[src/rtl/load_store_unit.sv]
// Memory-stage load/store unit: one outstanding valid/ack access, stalls the pipe until the bus completes.
// Lane alignment, sign/zero extension, bus timeout; define LSU_MISALIGN_TRAP_EN to trap misaligned ops.
module load_store_unit #(
   parameter int XLEN    = 32,
   parameter int TIMEOUT = 255
) (
   input  logic              i_clk,
   input  logic              i_rst_n,
   input  logic              i_op_valid,
   input  logic              i_op_load,
   input  logic              i_op_store,
   input  logic [2:0]        i_op_func3,
   input  logic [XLEN-1:0]   i_op_addr,
   input  logic [XLEN-1:0]   i_op_wdata,
   input  logic [4:0]        i_op_rd,
   output logic              o_stall,
   output logic              o_ld_valid,
   output logic [XLEN-1:0]   o_ld_data,
   output logic [4:0]        o_ld_rd,
   output logic              o_trap,
   output logic [1:0]        o_trap_cause,
   output logic [XLEN-1:0]   o_trap_addr,
   output logic              o_mem_req,
   output logic              o_mem_we,
   output logic [XLEN-1:0]   o_mem_addr,
   output logic [XLEN/8-1:0] o_mem_be,
   output logic [XLEN-1:0]   o_mem_wdata,
   input  logic              i_mem_ack,
   input  logic [XLEN-1:0]   i_mem_rdata
);
   localparam int NB    = XLEN / 8;
   localparam int OFFW  = $clog2(NB);
   localparam int BITW  = $clog2(XLEN);
   localparam logic [15:0] TO_LAST = 16'(TIMEOUT - 1);

   typedef enum logic [1:0] {S_IDLE, S_REQ, S_RESP} state_t;

   state_t            r_state, w_next;
   logic [15:0]       r_cnt;
   logic [XLEN-1:0]   r_addr;
   logic [1:0]        r_lsz;
   logic [OFFW-1:0]   r_off;
   logic              r_uns;
   logic [4:0]        r_rd;
   logic              r_is_load;
   logic              r_mem_req, r_mem_we;
   logic [XLEN-1:0]   r_mem_addr, r_mem_wdata;
   logic [NB-1:0]     r_mem_be;
   logic              r_ld_valid;
   logic [XLEN-1:0]   r_ld_data;
   logic [4:0]        r_ld_rd;
   logic              r_trap;
   logic [1:0]        r_trap_cause;
   logic [XLEN-1:0]   r_trap_addr;

   logic              w_accept, w_timeout, w_mis_trap;
   logic [1:0]        w_lsz_in;
   logic [OFFW-1:0]   w_szmask_in, w_off_in;
   logic [NB-1:0]     w_bmask, w_be_in;
   logic [XLEN-1:0]   w_addr_al, w_wdata_sh;
   logic [XLEN-1:0]   w_rsh, w_lmask, w_ld;
   logic [6:0]        w_bits;
   logic [BITW-1:0]   w_sidx;
   logic              w_sbit;

   // Access size is clamped to the bus width, so D/WU/111 on a 32-bit core become full-word accesses.
   assign w_lsz_in    = (32'(i_op_func3[1:0]) > OFFW) ? 2'(OFFW) : i_op_func3[1:0];
   assign w_szmask_in = OFFW'((1 << w_lsz_in) - 1);
   assign w_off_in    = i_op_addr[OFFW-1:0] & ~w_szmask_in;
   assign w_bmask     = NB'((1 << (1 << w_lsz_in)) - 1);
   assign w_be_in     = w_bmask << w_off_in;
   assign w_addr_al   = {i_op_addr[XLEN-1:OFFW], {OFFW{1'b0}}};
   assign w_wdata_sh  = i_op_wdata << {w_off_in, 3'b000};

`ifdef LSU_MISALIGN_TRAP_EN
   assign w_mis_trap = |(i_op_addr[OFFW-1:0] & w_szmask_in);
`else
   assign w_mis_trap = 1'b0;
`endif

   assign w_accept  = (r_state == S_IDLE) & i_op_valid & (i_op_load ^ i_op_store);
   assign w_timeout = (r_state == S_REQ) & ~i_mem_ack & (r_cnt == TO_LAST);
   assign o_stall   = i_rst_n & (w_accept | (r_state == S_REQ));

   // A full-width access shifts the mask out entirely, leaving it all ones (no extension).
   assign w_rsh   = i_mem_rdata >> {r_off, 3'b000};
   assign w_bits  = 7'(8 << r_lsz);
   assign w_lmask = ~({XLEN{1'b1}} << w_bits);
   assign w_sidx  = BITW'(w_bits - 7'd1);
   assign w_sbit  = w_rsh[w_sidx];
   assign w_ld    = (w_rsh & w_lmask) | ((~r_uns & w_sbit) ? ~w_lmask : {XLEN{1'b0}});

   always_comb begin
      w_next = r_state;
      case (r_state)
         S_IDLE:  if (w_accept) w_next = w_mis_trap ? S_RESP : S_REQ;
         S_REQ:   if (i_mem_ack || w_timeout) w_next = S_RESP;
         S_RESP:  w_next = S_IDLE;
         default: w_next = S_IDLE;
      endcase
   end

   always_ff @(posedge i_clk or negedge i_rst_n) begin
      if (!i_rst_n) r_state <= S_IDLE;
      else          r_state <= w_next;
   end

   always_ff @(posedge i_clk or negedge i_rst_n) begin
      if (!i_rst_n) begin
         r_cnt        <= '0;
         r_addr       <= '0;
         r_lsz        <= '0;
         r_off        <= '0;
         r_uns        <= 1'b0;
         r_rd         <= '0;
         r_is_load    <= 1'b0;
         r_mem_req    <= 1'b0;
         r_mem_we     <= 1'b0;
         r_mem_addr   <= '0;
         r_mem_be     <= '0;
         r_mem_wdata  <= '0;
         r_ld_valid   <= 1'b0;
         r_ld_data    <= '0;
         r_ld_rd      <= '0;
         r_trap       <= 1'b0;
         r_trap_cause <= '0;
         r_trap_addr  <= '0;
      end else begin
         r_ld_valid <= 1'b0;
         r_trap     <= 1'b0;
         if (w_accept) begin
            r_cnt       <= '0;
            r_addr      <= i_op_addr;
            r_lsz       <= w_lsz_in;
            r_off       <= w_off_in;
            r_uns       <= i_op_func3[2];
            r_rd        <= i_op_rd;
            r_is_load   <= i_op_load;
            r_mem_req   <= ~w_mis_trap;
            r_mem_we    <= i_op_store;
            r_mem_addr  <= w_addr_al;
            r_mem_be    <= w_be_in;
            r_mem_wdata <= w_wdata_sh;
            if (w_mis_trap) begin
               r_trap       <= 1'b1;
               r_trap_cause <= i_op_load ? 2'b01 : 2'b10;
               r_trap_addr  <= i_op_addr;
            end
         end
         if (r_state == S_REQ) begin
            if (i_mem_ack) begin
               r_mem_req <= 1'b0;
               if (r_is_load) begin
                  r_ld_valid <= 1'b1;
                  r_ld_data  <= w_ld;
                  r_ld_rd    <= r_rd;
               end
            end else if (w_timeout) begin
               r_mem_req    <= 1'b0;
               r_trap       <= 1'b1;
               r_trap_cause <= 2'b11;
               r_trap_addr  <= r_addr;
            end else begin
               r_cnt <= r_cnt + 16'd1;
            end
         end
      end
   end

   assign o_ld_valid   = r_ld_valid;
   assign o_ld_data    = r_ld_data;
   assign o_ld_rd      = r_ld_rd;
   assign o_trap       = r_trap;
   assign o_trap_cause = r_trap_cause;
   assign o_trap_addr  = r_trap_addr;
   assign o_mem_req    = r_mem_req;
   assign o_mem_we     = r_mem_we;
   assign o_mem_addr   = r_mem_addr;
   assign o_mem_be     = r_mem_be;
   assign o_mem_wdata  = r_mem_wdata;
endmodule

[config.mk]
export PLATFORM = sky130hd
export DESIGN_NAME = load_store_unit
export DESIGN_NICKNAME = d
export VERILOG_FILES = /design/src/rtl/load_store_unit.sv
export SDC_FILE = /design/constraint.sdc
export NUM_CORES = 1
export LEC_CHECK = 0
export BUFFER_PORTS_ARGS = -buffer_cell sky130_fd_sc_hd__buf_2
export CAP_MARGIN = 20
export CORE_ASPECT_RATIO = 1.75
export CORE_MARGIN = 1
export CORE_UTILIZATION = 55
export CTS_BUF_LIST = sky130_fd_sc_hd__clkbuf_16
export DETAILED_ROUTE_END_ITERATION = 16
export GPL_TIMING_DRIVEN = 1
export HOLD_SLACK_MARGIN = 0.15
export PLACE_DENSITY = 0.85
export SLEW_MARGIN = 40
export SYNTH_ARGS = -nofsm -noshare
export SYNTH_HDL_FRONTEND = slang
export SYNTH_SLANG_ARGS = --single-unit
[constraint.sdc]
create_clock -name i_clk -period 3.35 [get_ports i_clk]
set_clock_uncertainty 0.1 [all_clocks]
set_input_delay 0.335 -clock i_clk [delete_from_list [all_inputs] [get_ports i_clk]]
set_output_delay 0.335 -clock i_clk [all_outputs]
set_load 0.01 [all_outputs]
==> impl_metrics.env <==
export IMPL_grt_max_degree=85
export IMPL_min_path_type="in2reg"
export IMPL_via_count=6872
export IMPL_start_util_pct=56.6
export IMPL_clk_latency_ns=0.41
export IMPL_fmax_ghz=0.367
export IMPL_dr_wl_met2_um=11000
export IMPL_setup_ws_ns=0.628
export IMPL_design_area_um2=10300
export IMPL_synth_seq_cells=171
export IMPL_synth_edf_count=0
export IMPL_ys_seq_area_share_pct=54.1
export IMPL_grt_ovfl_total=0
export IMPL_criticalPathCategory="reg2out"
export IMPL_detail_route_antenna_nets=0
export IMPL_num_rows=57
export IMPL_drv_slew=0
export IMPL_grt_pass1_vias=6873
export IMPL_cpPeakStageDelay_ns=0.65
export IMPL_gp_congestion=0.924
export IMPL_cp_max_fo=26
export IMPL_syn_avg_cell_area_um2=10.4
export IMPL_path_cells="nor3b_1 > and2_2 > o21a_1 > buf_2"
export IMPL_firstDrtPassIters=5
export IMPL_cts_buffers_inserted=17
export IMPL_met1_length_um=7840
export IMPL_grt_pass1_wl_um=33800
export IMPL_portBuffers=251
export IMPL_drc_errors=0
export IMPL_cts_clk_slew_worst_paths_ns=0.08
export IMPL_die_w_um=92.7
export IMPL_nets=1144
export IMPL_synth_top_flop_cell="dfrtp_1"
export IMPL_status="finished clean"
export IMPL_cellLeakagePower_nw=5.30
export IMPL_io_pins=254
export IMPL_cp_start_kind="flop"
export IMPL_pre_cts_ws_ns=0.851
export IMPL_nFillCells=995
export IMPL_clk_path_buf_depth=2
export IMPL_synthToLayoutAreaGrowth_pct=30.3
export IMPL_yosysWarnings=0
export IMPL_die_area_um2=14900
export IMPL_dp_hpwl_um=14000
export IMPL_diodes=0
export IMPL_cts_root_buf="clkbuf_16"
export IMPL_fp_coreArea_um2=14000
export IMPL_htreeDepth=4
export IMPL_setup_viol_count_final=0
export IMPL_finalHoldViolations=0
export IMPL_drv_cap=0
export IMPL_netlist_instances=761
export IMPL_wl_per_cell_um=17.2
export IMPL_antenna_found_initial=0
export IMPL_tns_ns=0
export IMPL_drtIter0Drc=371
export IMPL_die_h_um=161
export IMPL_yosysUniqueCellTypes=58
export IMPL_grt_setup_unrepaired="false"
export IMPL_crit_path_end_kind="output pin"
export IMPL_layout_min_cycle_time_ns=2.72
export IMPL_peakVddDrop_mv=0.409
export IMPL_slew_headroom_pct=42.9
export IMPL_fin_crit_sh_pct=81.3
export IMPL_dpl_cell_area_um2=9070
export IMPL_cts_sinks=171
export IMPL_cp_required_ns=2.91
export IMPL_slowest_stage="and2_2"
export IMPL_power_density_nw_per_um2=669
export IMPL_drt_total_wl_um=21000
export IMPL_drive_gt1_share_pct=35.0
export IMPL_cts_tree="done"
export IMPL_worstMarginPinSlew_ns=0.852
export IMPL_worst_ep_arrival_time_ns=2.29
export IMPL_track_usage_pct=28.9
export IMPL_syn_area_um2=7920
export IMPL_wl_met3_um=1070
export IMPL_maxUsedRoutingLayer="met4"
export IMPL_async_reset_ff_share_pct=100
export IMPL_via_per_inst=5.62
[through the flow]
| step | power (mW) | instances | util, % | hold slack (ns) |
|---|---|---|---|---|
| after detailed placement | 4.92 | 1126 | 64.9 | 0.303 |
| after global routing | 7.27 | 1222 | 73.8 | 0.173 |
| final | 6.90 | 1222 | 73.8 | 0.163 |
| after floorplan | 4.18 | 762 | - | -0.0606 |
| after global placement | 4.84 | 1126 | 64.9 | 0.300 |
| after CTS | 6.92 | 1222 | 73.8 | 0.152 |
[logic make-up after synthesis]
family | Yosys count | share of synthesized area [%]
flops | 171 | 54.1
simple gates | 266 | 14.6
fa+ha+maj | 2 | 0.316
compound gates | 144 | 11.8
xor+xnor | 1 | 0.111
mux | 94 | 13.3
other cells | 1 | 0.0474
buf+inv | 82 | 5.80
[cell usage in the layout (no fill, tap or decap), types with 6 or more instances in the layout]
master	Yosys	layout
o221a_2	7	7
nor2_1	29	29
a21oi_1	22	21
clkbuf_16	0	17
buf_4	33	11
and3_1	6	6
a22oi_1	15	15
inv_8	0	6
or3_1	6	6
buf_2	4	250
nand3_1	8	8
dfrtp_1	171	171
a22o_1	8	8
mux2_2	48	48
o21ai_0	57	57
nand2_1	184	183
dlygate4sd3_1	0	64
mux2i_1	41	41
[layout make-up]
class | instances | area [um2] | share of cell area (%)
multi-input combinational | 509 | 3200 | 31.0
inverter | 6 | 22.5 | 0.218
clock inverter | 15 | 174 | 1.69
sequential | 171 | 4280 | 41.5
timing repair buffer | 327 | 2000 | 19.4
clock buffer | 17 | 425 | 4.12
tap | 177 | 221 | 2.15
[worst max-delay path: cells and delay by family, from the launching register on]
family	cells	cell delay, ns
simple gates	2	1.16
compound gates	1	0.18
buf+inv	1	0.12
flops	1	0.42
[layer usage]
layer	track usage [%]	vias to the layer above
met5	0	-
met4	16.9	0
met3	4.50	87
met2	48.9	320
met1	34.7	3301
li1	-	3164
[power breakdown]
part           leakage [nW]  switching (mW)  internal [mW]
Clock                 0.286           0.926           1.01
Combinational          2.82            1.12          0.874
Sequential             2.19           0.356           2.62
[final timing paths]
path,to,cells past startpoint,slack (ns),from
min in group asynchronous,o_ld_data[28]$_DFFE_PN0P_,2,0.43,i_rst_n
worst max-delay path,o_stall,4,0.63,r_state[0]$_DFFE_PN0P_
worst min register to register,o_ld_rd[3]$_DFFE_PN0P_,2,0.37,r_rd[3]$_DFFE_PN0P_
worst min-delay path,o_mem_wdata[19]$_DFFE_PN0P_,3,0.16,i_op_wdata[11]
worst max register to register,o_trap_addr[30]$_DFFE_PN0P_,7,0.81,r_cnt[0]$_DFF_PN0_
max in group asynchronous,r_addr[11]$_DFFE_PN0P_,3,1.54,i_rst_n
[synth_stat cells, drive strengths merged (3+ instances only)]
master     n  area (um2)
mux2      49         552
a2bb2oi    5        43.8
a221oi     3        26.3
a21oi     22         110
nand3      8        40.0
nor2b      3        18.8
nand2    184         691
inv        5        18.8
nand2b     3        18.8
a31oi      5        31.3
or3        6        37.5
mux4       4        90.1
nor4       4        25.0
mux2i     41         410
nor4bb     3        30.0
clkbuf    25        93.8
or4        3        22.5
nor2      30         115
a22o       8        70.1
buf       51         343
a22oi     15         113
and3       6        37.5
nor3b      3        27.5
o21ai     58         290
nor3       3        20.0
o211ai     4        30.0
a21o       3        22.5
o31ai      4        30.0
dfrtp    171        4280
o221a      7        78.8
[timing repair]
item / 4_1_cts / 5_1_grt
buffers inserted: 0 / 0
resized for setup: 0 / 0
endpoints found under the hold margin: 134 / 0
hold buffers: 64 / 0
[sequential cells by signal, indices dropped and copies added (netlist names), 4 cells and up]
signal / cells
o_ld_data: 32
o_mem_wdata: 32
o_trap_addr: 32
r_addr: 32
r_cnt: 16
o_ld_rd: 5
r_rd: 5
o_mem_be: 4
Note: power is estimated with default switching activity, not from simulation.
